`src/rtl/seg_execute_muldiv_unit_pkg.sv`:
```
// Shared constants for the EX-stage multiply/divide unit: funct codes,
// the R-type ALUOp class and the sequencer state encoding.
package seg_execute_muldiv_unit_pkg;

  localparam logic [3:0] ALUOP_RTYPE = 4'b0010;

  localparam logic [5:0] FN_MFHI  = 6'b010000;
  localparam logic [5:0] FN_MTHI  = 6'b010001;
  localparam logic [5:0] FN_MFLO  = 6'b010010;
  localparam logic [5:0] FN_MTLO  = 6'b010011;
  localparam logic [5:0] FN_MULT  = 6'b011000;
  localparam logic [5:0] FN_MULTU = 6'b011001;
  localparam logic [5:0] FN_DIV   = 6'b011010;
  localparam logic [5:0] FN_DIVU  = 6'b011011;

  typedef enum logic [1:0] {
    ST_IDLE = 2'd0,
    ST_RUN  = 2'd1,
    ST_FIX  = 2'd2
  } state_e;

endpackage

```
`src/rtl/seg_execute_muldiv_datapath.sv`:
```
// Iterative shift-add multiplier / restoring divider on magnitudes, with the
// sign correction applied combinationally to the final iteration registers.
module seg_execute_muldiv_datapath #(
  parameter int NB_DATA = 32
) (
  input  logic               clk_i,
  input  logic               rst_n_i,
  input  logic               start_i,
  input  logic               step_i,
  input  logic               is_div_i,
  input  logic               is_signed_i,
  input  logic [NB_DATA-1:0] rs_i,
  input  logic [NB_DATA-1:0] rt_i,
  output logic [NB_DATA-1:0] res_hi_o,
  output logic [NB_DATA-1:0] res_lo_o
);

  logic [NB_DATA-1:0]   acc_q, acc_d, q_q, q_d, b_q, b_d;
  logic                 is_div_q, is_div_d, neg_q, neg_d;
  logic                 rem_neg_q, rem_neg_d, div0_q, div0_d;
  logic [NB_DATA-1:0]   rs_mag, rt_mag;
  logic [NB_DATA:0]     mul_sum, div_shift, div_diff;
  logic                 div_ge;
  logic [2*NB_DATA-1:0] prod, prod_fix;

  assign rs_mag = (is_signed_i && rs_i[NB_DATA-1]) ? -rs_i : rs_i;
  assign rt_mag = (is_signed_i && rt_i[NB_DATA-1]) ? -rt_i : rt_i;

  // Multiply: {acc,q} shifts right with the multiplier consumed from q[0].
  // Divide: {acc,q} shifts left, dividend bits enter acc from q's MSB.
  assign mul_sum   = {1'b0, acc_q} + (q_q[0] ? {1'b0, b_q} : '0);
  assign div_shift = {acc_q, q_q[NB_DATA-1]};
  assign div_ge    = div_shift >= {1'b0, b_q};
  assign div_diff  = div_shift - {1'b0, b_q};

  always_comb begin
    acc_d     = acc_q;
    q_d       = q_q;
    b_d       = b_q;
    is_div_d  = is_div_q;
    neg_d     = neg_q;
    rem_neg_d = rem_neg_q;
    div0_d    = div0_q;
    if (start_i) begin
      acc_d     = '0;
      q_d       = rs_mag;
      b_d       = rt_mag;
      is_div_d  = is_div_i;
      neg_d     = is_signed_i && (rs_i[NB_DATA-1] ^ rt_i[NB_DATA-1]);
      rem_neg_d = is_signed_i && rs_i[NB_DATA-1];
      div0_d    = (rt_i == '0);
    end else if (step_i) begin
      if (is_div_q) begin
        acc_d = div_ge ? div_diff[NB_DATA-1:0] : div_shift[NB_DATA-1:0];
        q_d   = {q_q[NB_DATA-2:0], div_ge};
      end else begin
        acc_d = mul_sum[NB_DATA:1];
        q_d   = {mul_sum[0], q_q[NB_DATA-1:1]};
      end
    end
  end

  always_ff @(posedge clk_i or negedge rst_n_i) begin
    if (!rst_n_i) begin
      acc_q     <= '0;
      q_q       <= '0;
      b_q       <= '0;
      is_div_q  <= 1'b0;
      neg_q     <= 1'b0;
      rem_neg_q <= 1'b0;
      div0_q    <= 1'b0;
    end else begin
      acc_q     <= acc_d;
      q_q       <= q_d;
      b_q       <= b_d;
      is_div_q  <= is_div_d;
      neg_q     <= neg_d;
      rem_neg_q <= rem_neg_d;
      div0_q    <= div0_d;
    end
  end

  // On divide-by-zero acc ends holding |rs|; re-applying the dividend sign
  // yields the raw rs, so only the quotient needs an override.
  assign prod     = {acc_q, q_q};
  assign prod_fix = neg_q ? -prod : prod;

  always_comb begin
    if (is_div_q) begin
      res_lo_o = div0_q ? '1 : (neg_q ? -q_q : q_q);
      res_hi_o = rem_neg_q ? -acc_q : acc_q;
    end else begin
      res_lo_o = prod_fix[NB_DATA-1:0];
      res_hi_o = prod_fix[2*NB_DATA-1:NB_DATA];
    end
  end

endmodule

```
`src/rtl/seg_execute_muldiv_unit.sv`:
```
// EX-stage HI/LO unit: decodes mul/div/move funct codes, sequences the
// multi-cycle datapath and stalls only HI/LO-dependent instructions.
module seg_execute_muldiv_unit
  import seg_execute_muldiv_unit_pkg::*;
#(
  parameter int NB_DATA = 32,
  parameter int NB_OP   = 4,
  parameter int NB_FUNC = 6,
  parameter int NB_CNT  = 6
) (
  input  logic               i_clk,
  input  logic               i_rst_n,
  input  logic               i_valid,
  input  logic [NB_OP-1:0]   i_ALUOp,
  input  logic [NB_FUNC-1:0] i_funct,
  input  logic [NB_DATA-1:0] i_rs_data,
  input  logic [NB_DATA-1:0] i_rt_data,
  input  logic               i_flush,
  output logic               o_stall,
  output logic               o_busy,
  output logic [NB_DATA-1:0] o_hilo_rd_data,
  output logic               o_hilo_rd_valid,
  output logic [NB_DATA-1:0] o_hi,
  output logic [NB_DATA-1:0] o_lo
);

  state_e             state_q, state_d;
  logic               busy_q;
  logic [NB_CNT-1:0]  cnt_q;
  logic [NB_DATA-1:0] hi_q, lo_q, res_hi, res_lo;
  logic               hilo_op, is_muldiv, is_mf, is_mt;
  logic               dp_start, dp_step, fix_wr, mt_wr;

  // funct[1] selects LO / divide, funct[0] selects MT / unsigned.
  always_comb begin
    hilo_op   = 1'b0;
    is_muldiv = 1'b0;
    is_mf     = 1'b0;
    is_mt     = 1'b0;
    if (i_valid && (i_ALUOp == NB_OP'(ALUOP_RTYPE))) begin
      case (i_funct)
        NB_FUNC'(FN_MFHI), NB_FUNC'(FN_MFLO): begin hilo_op = 1'b1; is_mf = 1'b1; end
        NB_FUNC'(FN_MTHI), NB_FUNC'(FN_MTLO): begin hilo_op = 1'b1; is_mt = 1'b1; end
        NB_FUNC'(FN_MULT), NB_FUNC'(FN_MULTU),
        NB_FUNC'(FN_DIV),  NB_FUNC'(FN_DIVU): begin hilo_op = 1'b1; is_muldiv = 1'b1; end
        default: ;
      endcase
    end
  end

  always_ff @(posedge i_clk or negedge i_rst_n) begin
    if (!i_rst_n) begin
      state_q <= ST_IDLE;
      busy_q  <= 1'b0;
      cnt_q   <= '0;
    end else begin
      state_q <= state_d;
      busy_q  <= (state_d != ST_IDLE);
      if (i_flush)       cnt_q <= '0;
      else if (dp_start) cnt_q <= NB_CNT'(NB_DATA);
      else if (dp_step)  cnt_q <= cnt_q - NB_CNT'(1);
    end
  end

  always_comb begin
    state_d = state_q;
    if (i_flush) begin
      state_d = ST_IDLE;
    end else begin
      case (state_q)
        ST_IDLE: if (is_muldiv) state_d = ST_RUN;
        ST_RUN:  if (cnt_q == NB_CNT'(1)) state_d = ST_FIX;
        ST_FIX:  state_d = ST_IDLE;
        default: state_d = ST_IDLE;
      endcase
    end
  end

  always_comb begin
    dp_start = (state_q == ST_IDLE) && is_muldiv && !i_flush;
    dp_step  = (state_q == ST_RUN) && !i_flush;
    fix_wr   = (state_q == ST_FIX) && !i_flush;
  end

  seg_execute_muldiv_datapath #(.NB_DATA(NB_DATA)) u_datapath (
    .clk_i       (i_clk),
    .rst_n_i     (i_rst_n),
    .start_i     (dp_start),
    .step_i      (dp_step),
    .is_div_i    (i_funct[1]),
    .is_signed_i (!i_funct[0]),
    .rs_i        (i_rs_data),
    .rt_i        (i_rt_data),
    .res_hi_o    (res_hi),
    .res_lo_o    (res_lo)
  );

  assign mt_wr = is_mt && !busy_q && !i_flush;

  always_ff @(posedge i_clk or negedge i_rst_n) begin
    if (!i_rst_n) begin
      hi_q <= '0;
      lo_q <= '0;
    end else if (fix_wr) begin
      hi_q <= res_hi;
      lo_q <= res_lo;
    end else if (mt_wr) begin
      if (i_funct[1]) lo_q <= i_rs_data;
      else            hi_q <= i_rs_data;
    end
  end

  assign o_stall         = busy_q && hilo_op;
  assign o_busy          = busy_q;
  assign o_hilo_rd_valid = is_mf && !busy_q;
  assign o_hilo_rd_data  = o_hilo_rd_valid ? (i_funct[1] ? lo_q : hi_q) : '0;
  assign o_hi            = hi_q;
  assign o_lo            = lo_q;

endmodule

```
`config.mk`:
```
export PLATFORM = sky130hd
export DESIGN_NAME = seg_execute_muldiv_unit
export DESIGN_NICKNAME = d
export VERILOG_FILES = /design/src/rtl/seg_execute_muldiv_unit_pkg.sv /design/src/rtl/seg_execute_muldiv_datapath.sv /design/src/rtl/seg_execute_muldiv_unit.sv
export SDC_FILE = /design/constraint.sdc
export NUM_CORES = 1
export LEC_CHECK = 0
export CAP_MARGIN = 5
export CORE_AREA = 4 4 212 214
export DETAILED_ROUTE_END_ITERATION = 10
export DIE_AREA = 0 0 216 218
export DONT_BUFFER_PORTS = 1
export PLACE_DENSITY = 0.58
export SYNTH_ARGS = -nofsm -noshare
export SYNTH_HDL_FRONTEND = slang
export SYNTH_SLANG_ARGS = --single-unit
```
`constraint.sdc`:
```
create_clock -name i_clk -period 4.1 [get_ports i_clk]
set_input_delay 0.41 -clock i_clk [delete_from_list [all_inputs] [get_ports i_clk]]
set_output_delay 0.41 -clock i_clk [all_outputs]
set_load 0.01 [all_outputs]
```
# Word-level counts from Yosys, hierarchy flattened
# Cells that the tools add are included.
[classes] magnitude_cmp=1 mux=39 eq_ne=13 addsub=8 n_reduce_logical=28 bitwise_logic=1
[ops] cell="two-way mux 32 bit" n=23
[ops] cell="negator 32 bit" n=4
[ops] cell="two-way mux 64 bit" n=1
[ops] cell="negator 64 bit" n=1
[ops] cell="== test 6 x 5 -> 1 bit, second input constant" n=8
[ops] cell="adder 32 x 32 -> 33 bit" n=1
[ops] cell="greater-or-equal comparator 33 x 32 -> 1 bit" n=1
[ops] cell="zero test 32 bit" n=1
[ops] cell="subtractor 32 bit" n=1
[ops] cell="two-way mux 6 bit" n=3
[ops] cell="logical AND 1 bit" n=12
[ops] cell="two-way mux 1 bit" n=8
[ops] cell="nonzero test 2 bit" n=4
[ops] cell="OR reduction 8 bit" n=1
[ops] cell="== test 6 x 1 -> 1 bit, second input constant" n=1
[ops] cell="two-way mux 2 bit" n=3
[ops] cell="subtractor 6 x 1 -> 6 bit, second input constant" n=1
[ops] cell="== test 4 x 2 -> 1 bit, second input constant" n=1
[ops] cell="one-hot mux 2 bit (2 select lines)" n=1
[ops] cell="AND reduction 2 bit" n=2
[ops] cell="OR reduction 2 bit" n=2
[ops] cell="OR reduction 4 bit" n=1
[ops] cell="zero test 1 bit" n=3
[ops] cell="nonzero test 3 bit" n=1
[ops] cell="5 further kinds" n=5
[totals] register_bits=173 wordCells=102 out_inout_bits=99

# Depth between registers and ports, before layout
# Gate-level depths: netlist (run 1).
[logic_depth] depth_word=8 mapped_depth=14 depth_no_buf=13

# By module
# From an unflattened synthesis (run 1), not the netlist that was laid out.
[unflattened] hier_cells=2178 area_unflattened_um2=17106.4
[modules_own_cells] module="seg_execute_muldiv_datapath" instances=1 cells_per_inst=1589 area_each_um2=11707.5 seq_area_each_um2=2502.4
[modules_own_cells] module="seg_execute_muldiv_unit" instances=1 cells_per_inst=589 area_each_um2=5398.9 seq_area_each_um2=1826.8

# Least setup slack after synthesis (run 1)
# OpenSTA, ideal clock, no wires.
[synth_path] kind="reg2reg" from="register u_datapath.q_q[31]" to="register u_datapath.acc_q[28]" required_ps=3978 path_slack_ps=753 path_stages_with_launch=13 synth_period_minus_slack_ps=3347 arrival_time_ps=3226 setup_time_ps=122 path_cell_list="dfrtp_1 > inv_1 > ha_1 > inv_1 > fa_1 > a21o_1 > a221oi_1 > o211ai_1 > a31oi_1 > a21bo_2 > o21ai_0 > or4_1 > a32o_1"
[synth_via] elab_chain_cells=5 word_cells_on_any_way=6
[synth_rtl] element="start: declaration" line="seg_execute_muldiv_datapath.sv:18" source="logic [NB_DATA-1:0] acc_q, acc_d, q_q, q_d, b_q, b_d;"
[synth_rtl] element="start signal: assignment" line="seg_execute_muldiv_datapath.sv:74" source="q_q <= q_d;"
[synth_rtl] element="subtractor 32 bit / greater-or-equal comparator 33 x 32 -> 1 bit (equally long branches)" line="seg_execute_muldiv_datapath.sv:34, seg_execute_muldiv_datapath.sv:33"
[synth_rtl] element="two-way mux 32 bit *" line="seg_execute_muldiv_datapath.sv:54" source="acc_d = div_ge ? div_diff[NB_DATA-1:0] : div_shift[NB_DATA-1:0];"
[synth_rtl] element="two-way mux 32 bit *" line="seg_execute_muldiv_datapath.sv:53" source="if (is_div_q) begin"
[synth_rtl] element="two-way mux 32 bit *" line="seg_execute_muldiv_datapath.sv:52" source="end else if (step_i) begin"
[synth_rtl] element="two-way mux 32 bit *" line="seg_execute_muldiv_datapath.sv:44" source="if (start_i) begin"
[synth_rtl] element="end signal: assignment" line="seg_execute_muldiv_datapath.sv:65" source="acc_q <= '0;"
[synth_rtl] element="end signal: assignment" line="seg_execute_muldiv_datapath.sv:73" source="acc_q <= acc_d;"
[synth_rtl] element="end: declaration" line="seg_execute_muldiv_datapath.sv:18"
# Every way passes the cells marked *; elsewhere a longest branch is shown, timed or not. The select of a mux whose other input is x is not followed.
# A chain may end at the register's enable or synchronous reset.

# Worst setup path after layout (run 1)
# Ends and elaborated chain as after synthesis.

==> results of run 1 <==
-- metrics by stage --
stage          hold slack, ps  util (%)
2_1_floorplan             114         -
3_3_place_gp              121      36.1
3_5_place_dp              120      36.1
4_1_cts                  -380      37.5
6_report                 -359      37.5
5_1_grt                  -386      37.5
-- cell usage after synthesis (all sizes together), types with 12 or more instances --
library cell | number | area, um^2
a21o | 27 | 203
or4 | 14 | 113
o41ai | 12 | 124
nand3 | 23 | 115
inv | 74 | 278
dfrtp | 173 | 4330
nand2 | 251 | 942
nand4 | 15 | 93.8
o21ai | 196 | 985
buf | 12 | 57.6
o211ai | 40 | 300
xor2 | 87 | 762
o31ai | 18 | 135
nor4 | 17 | 121
a32oi | 30 | 263
a31oi | 19 | 119
a21oi | 121 | 606
a22oi | 17 | 128
clkbuf | 111 | 418
xnor2 | 93 | 815
nor2 | 146 | 548
mux2i | 110 | 1100
nand2b | 13 | 81.3
ha | 70 | 876
nor2b | 20 | 125
nor3 | 37 | 185
-- state kept, by name (all words and copies together), names as in the netlist --
name	cells
cnt_q	6
u_datapath.q_q	32
u_datapath.acc_q	32
o_busy	1
state_q	2
u_datapath.rem_neg_q	1
o_lo	32
u_datapath.b_q	32
o_hi	32
u_datapath.div0_q	1
u_datapath.is_div_q	1
u_datapath.neg_q	1
-- metal layers --
layer  track usage [%]  wire [um]  part of all wire, %  vias up
li1                  -          -                    -     6568
met5                 0          0                    0        -
met3              3.75       3620                  7.3       68
met4              5.40        987                  2.0        0
met1              29.0      22800                   46     6602
met2              32.7      22300                   45      553
-- power by group through the flow --
stage          combinational (mW)  sequential [mW]  clock [mW]
5_1_grt                     0.504             1.82        1.88
3_3_place_gp                0.447             1.84           0
3_5_place_dp                0.451             1.84           0
2_1_floorplan               0.374             1.82           0
4_1_cts                     0.452             1.81        1.81
6_report                    0.455             1.81        1.78
-- layout make-up --
| type | instances | area, um^2 | share of cell area (%) |
|---|---|---|---|
| clock inverter | 13 | 170 | 1.06 |
| clock buffer | 19 | 443 | 2.75 |
| tap | 585 | 732 | 4.55 |
| sequential | 173 | 4330 | 26.9 |
| timing repair buffer | 41 | 333 | 2.07 |
| inverter | 74 | 278 | 1.73 |
| multi-input combinational | 1504 | 9800 | 60.9 |
-- path summary, 6_finish.rpt --
path	depth (start not counted)	to
setup / recovery	12	u_datapath.acc_q[28]
hold / removal	0	o_hi[7]
max in group asynchronous	0	u_datapath.acc_q[28]
setup reg to reg	12	u_datapath.acc_q[28]
min in group i_clk	1	u_datapath.neg_q
hold reg to reg	2	u_datapath.b_q[13]
-- cell families after synthesis --
logic type,share of synthesized area (%)
AO/OA/AOI/OAI,23.0
multiplexers,7.49
flip-flops,29.1
buffers and inverters,5.07
adder cells (fa/ha/maj),6.17
AND/OR/NAND/NOR,18.5
XOR/XNOR,10.6
-- worst max-delay path, cell delays in order (launching register included) --
cell	delay, ps
dfrtp_1	470
inv_1	170
ha_1	210
inv_1	60
fa_1	400
a21o_1	190
a221oi_1	450
o211ai_1	170
a31oi_1	350
a21bo_2	250
o21ai_0	90
or4_1	510
a32o_1	260
==> reports/metrics.cfg, run 1 <==
[status]
status = complete, but fails checks
violations = hold timing

[drt]
ant_nets = 0
routed_wl_um = 49700
first_pass_iters = 5
post_drt_wl_per_cell_um = 20.6
drtIter0Drc = 1034
viasPerCell = 5.72
vias = 13800
drc = 0

[finish]
drive_above_1_share_pct = 5.37
antenna_cells = 0
mostFrequentLayoutCells = nand2_1 (251), o21ai_0 (181), dfrtp_1 (172), nor2_1 (145), a21oi_1 (120)
layout.nets = 1961
syn_to_final_growth_pct = 8.29
final_area_mm2 = 0.0161
finalNonFillerCells = 2409
fillers = 4412
layout_commonest_cell = nand2_1

[critical_path]
cp-end-kind = flip-flop
reg2reg_from = u_datapath.q_q[31]
cp.required_ps = 4440
worst_setup_path_start_kind = flip-flop
ff2ff_setup_slack_ps = 400
crit_arrival_ps = 4040
critPathKind = flip-flop to flip-flop
crit_start = u_datapath.q_q[31]
crit_fanout = 6

[global_routing]
grtUsageTotal_pct = 20.6
antenna_found_initial = 0
grt_pass1_vias = 13500
gr-total-overflow = 0
grt_pass1_wl_um = 77700
grt_max_degree = 174

[hold_path]
hold_class = input port to asynchronous set/reset pin

[logic_synthesis]
ys_async_sr_fraction_pct = 100
synth.yosys.seq_area_share_pct = 29.1
synth_edf_count = 0
synth_area_per_cell_um2 = 7.93
syn_inst = 1874
ys_ff_latch = 173
synth_ff_type = dfrtp_1
syn_area_mm2 = 0.0149
synth_cell_types = 72
yosys_warnings = 0
synth_nets = 2024

[clock_tree]
cts_tree = built
tritoncts.num_buffers = 17
cts-resized-gates = 0
clkTransAtPathRegs_ps = 80
clockBufferDepth = 2
htree_levels = 4
insertion_delay_ps = 460
cts.sinks = 173
cts_setup_buffers = 0
cts-root-buf = clkbuf_16

[power_and_ir_drop]
clockPowerShare_pct = 44.0
seqPwrFrac_pct = 44.7
finalPower_mw = 4.05
p_int_mw = 2.89
p_sw_mw = 1.16
p_sw_share_pct = 28.6
p_comb_share_pct = 11.2
p_leak_nw = 7.00
powerDensity_mw_per_mm2 = 252
vdd_ir_drop_max_v = 0.000260

[placement]
placed_cells = 2377
place_hpwl_um = 36800
dpl_worst_slack_ps = 431
port_buffers = 0
placed_cell_area_mm2 = 0.0155
gp_congestion = 0.960

[timing]
hold_violations = 173
worstMarginPinSlew_ps = 1170
final_max_slew_viol_count = 0
finalSetupViolCount = 0
setup_tns_ps = 0
fin_skew_ps = 13.5
min_period_ps = 3700
setup_ws_ps = 398
finalCritPeriodShare_pct = 90.3
slew_headroom_pct = 22.0
rsz0062_at_grt = no
whs_ps = -359
fmax_mhz = 270

[floorplan]
fp.coreArea_mm2 = 0.0429
fp.dieW_um = 216
dieArea_mm2 = 0.0471
ios = 177
num_rows = 76
initial_core_util_pct = 34.6
chipHeight_um = 218

[job]
cap_violations = 0

Power figures use the tool's default switching activity.
==> inputs of run 2 (changes only) <==
clock period = 4.55 ns   (was 4.1 ns; I/O delays follow)
==> reports/metrics.cfg, run 2 (synthesis results as in run 1) <==
[status]
status = completed

[drt]
ant_nets = 0  ; unchanged
drc = 0  ; unchanged
drtIter0Drc = 1330  ; +29%
viasPerCell = 5.69  ; -0.63%
post_drt_wl_per_cell_um = 20.7  ; +0.47%
routed_wl_um = 49700  ; about the same
vias = 13600  ; -1.1%
first_pass_iters = 7  ; +2

[timing]
worstMarginPinSlew_ps = 1150  ; -18.2 ps
fmax_mhz = 271  ; +0.46%
setup_tns_ps = 0  ; unchanged
hold_violations = 0  ; -100%
final_max_slew_viol_count = 0  ; unchanged
finalSetupViolCount = 0  ; unchanged
finalCritPeriodShare_pct = 81.0  ; -9.3 points
fin_skew_ps = 16.3  ; +2.85 ps
rsz0062_at_grt = no
min_period_ps = 3690  ; -16.9 ps
slew_headroom_pct = 23.2  ; +1.2 points
setup_ws_ps = 865  ; +467 ps

[global_routing]
grt_pass1_vias = 13100  ; -2.7%
gr-total-overflow = 0  ; unchanged
antenna_found_initial = 0  ; unchanged
grt_pass1_wl_um = 77000  ; -0.86%
grt_max_degree = 174  ; unchanged
grtUsageTotal_pct = 20.5  ; -0.049 points

[clock_tree]
clkTransAtPathRegs_ps = 80  ; about the same
tritoncts.num_buffers = 17  ; unchanged
clockBufferDepth = 2  ; unchanged
cts.sinks = 173  ; unchanged
cts_tree = built
cts-root-buf = clkbuf_16
htree_levels = 4  ; unchanged
insertion_delay_ps = 460  ; about the same
cts-resized-gates = 0  ; unchanged

[finish]
mostFrequentLayoutCells = nand2_1 (251), o21ai_0 (181), dfrtp_1 (172), nor2_1 (145), a21oi_1 (120)
final_util_pct = 37.3  ; -0.19 points
layout_commonest_cell = nand2_1
drive_above_1_share_pct = 4.80  ; -0.57 points
final_area_mm2 = 0.0160  ; -0.51%
antenna_cells = 0  ; unchanged
syn_to_final_growth_pct = 7.73
layout.nets = 1951  ; -0.51%

[floorplan]
ios = 177  ; unchanged
initial_core_util_pct = 34.6  ; unchanged
fp.coreArea_mm2 = 0.0429  ; unchanged
fp.dieW_um = 216  ; unchanged
chipHeight_um = 218  ; unchanged
num_rows = 76  ; unchanged
dieArea_mm2 = 0.0471  ; unchanged

[job]
cap_violations = 0  ; unchanged

[critical_path]
reg2reg_from = u_datapath.q_q[31]
cp-end-kind = flip-flop
worst_setup_path_start_kind = flip-flop
cp.required_ps = 4900  ; +460 ps
crit_arrival_ps = 4030  ; about the same
crit_fanout = 6  ; unchanged
critPathKind = flip-flop to flip-flop
crit_start = u_datapath.q_q[31]

[placement]
dpl_worst_slack_ps = 880  ; +449 ps
gp_congestion = 0.919  ; -4.4%
placed_cell_area_mm2 = 0.0154  ; -0.70%
port_buffers = 0  ; unchanged
place_hpwl_um = 36800  ; about the same

[power_and_ir_drop]
powerDensity_mw_per_mm2 = 229  ; -9.1%
vdd_ir_drop_max_v = 0.000195  ; -25%
p_leak_nw = 6.95  ; -0.73%

[hold_path]
hold_class = input port to asynchronous set/reset pin

[run 2: cell count changes in the layout (fill, tap and decap cells not counted), sizes merged]
cell,change
clkbuf,+1
clkinvlp,-1
inv,-3
buf,-10
clkinv,+2
[run 2: stage by stage]
step | power, mW | hold slack [ps] | std cells
finish | 3.66 | 64.2 | 2398
detailed placement | 2.06 | 166 | 2366
floorplan | 1.97 | 159 | 1874
global placement | 2.06 | 166 | 2366
CTS | 3.69 | 67.4 | 2398
global route | 3.81 | 73.6 | 2398
[run 2: per-layer routing]
layer	GRT usage, %	routed length (um)	vias to the layer above	share of wire (%)
met2	33.2	22700	448	46
met4	3.95	674	0	1.4
met1	28.6	23000	6582	46
met3	4.36	3300	45	6.6
met5	0	0	-	0
li1	-	-	6566	-
[run 2: worst paths after layout]
check | endpoint | slack, ps | cells after the start
worst max-delay path | u_datapath.acc_q[28] | 860 | 13
worst min-delay path | o_lo[12] | 60 | 1
worst max register to register | u_datapath.acc_q[28] | 860 | 13
worst min register to register | u_datapath.b_q[9] | 480 | 2
max in group asynchronous | u_datapath.is_div_q | 3840 | 1
min in group i_clk | u_datapath.neg_q | 80 | 1
[run 2: area by class of cell]
| cell class | instances | area [um^2] |
|---|---|---|
| well taps | 585 | 732 |
| repair buffers | 31 | 253 |
| inverters | 74 | 278 |
| clock inverters | 11 | 154 |
| fillers | 4450 | 26900 |
| clock buffers | 20 | 457 |
| flip-flops and latches | 173 | 4330 |
| multi-input cells | 1504 | 9800 |
[run 2: worst max-delay path: stages, from the launching register on]
cell	delay [ps]
dfrtp_1	480
inv_1	180
ha_1	220
inv_1	60
fa_1	400
a21o_1	190
a221oi_1	240
buf_4	190
o211ai_1	110
a31oi_1	380
a21bo_2	250
o21ai_0	90
or4_1	520
a32o_1	260
[run 2: what timing repair did]
action                     CTS  global route
hold buffers                 1             0
setup endpoints to repair    0             0
hold endpoints to repair   173             0
setup buffers                0             0
[run 2: power breakdown]
part,internal (mW),leakage [nW],total (mW),switching [mW]
Clock,0.858,0.300,1.59,0.733
Combinational,0.182,4.30,0.443,0.261
Sequential,1.57,2.36,1.63,0.0570
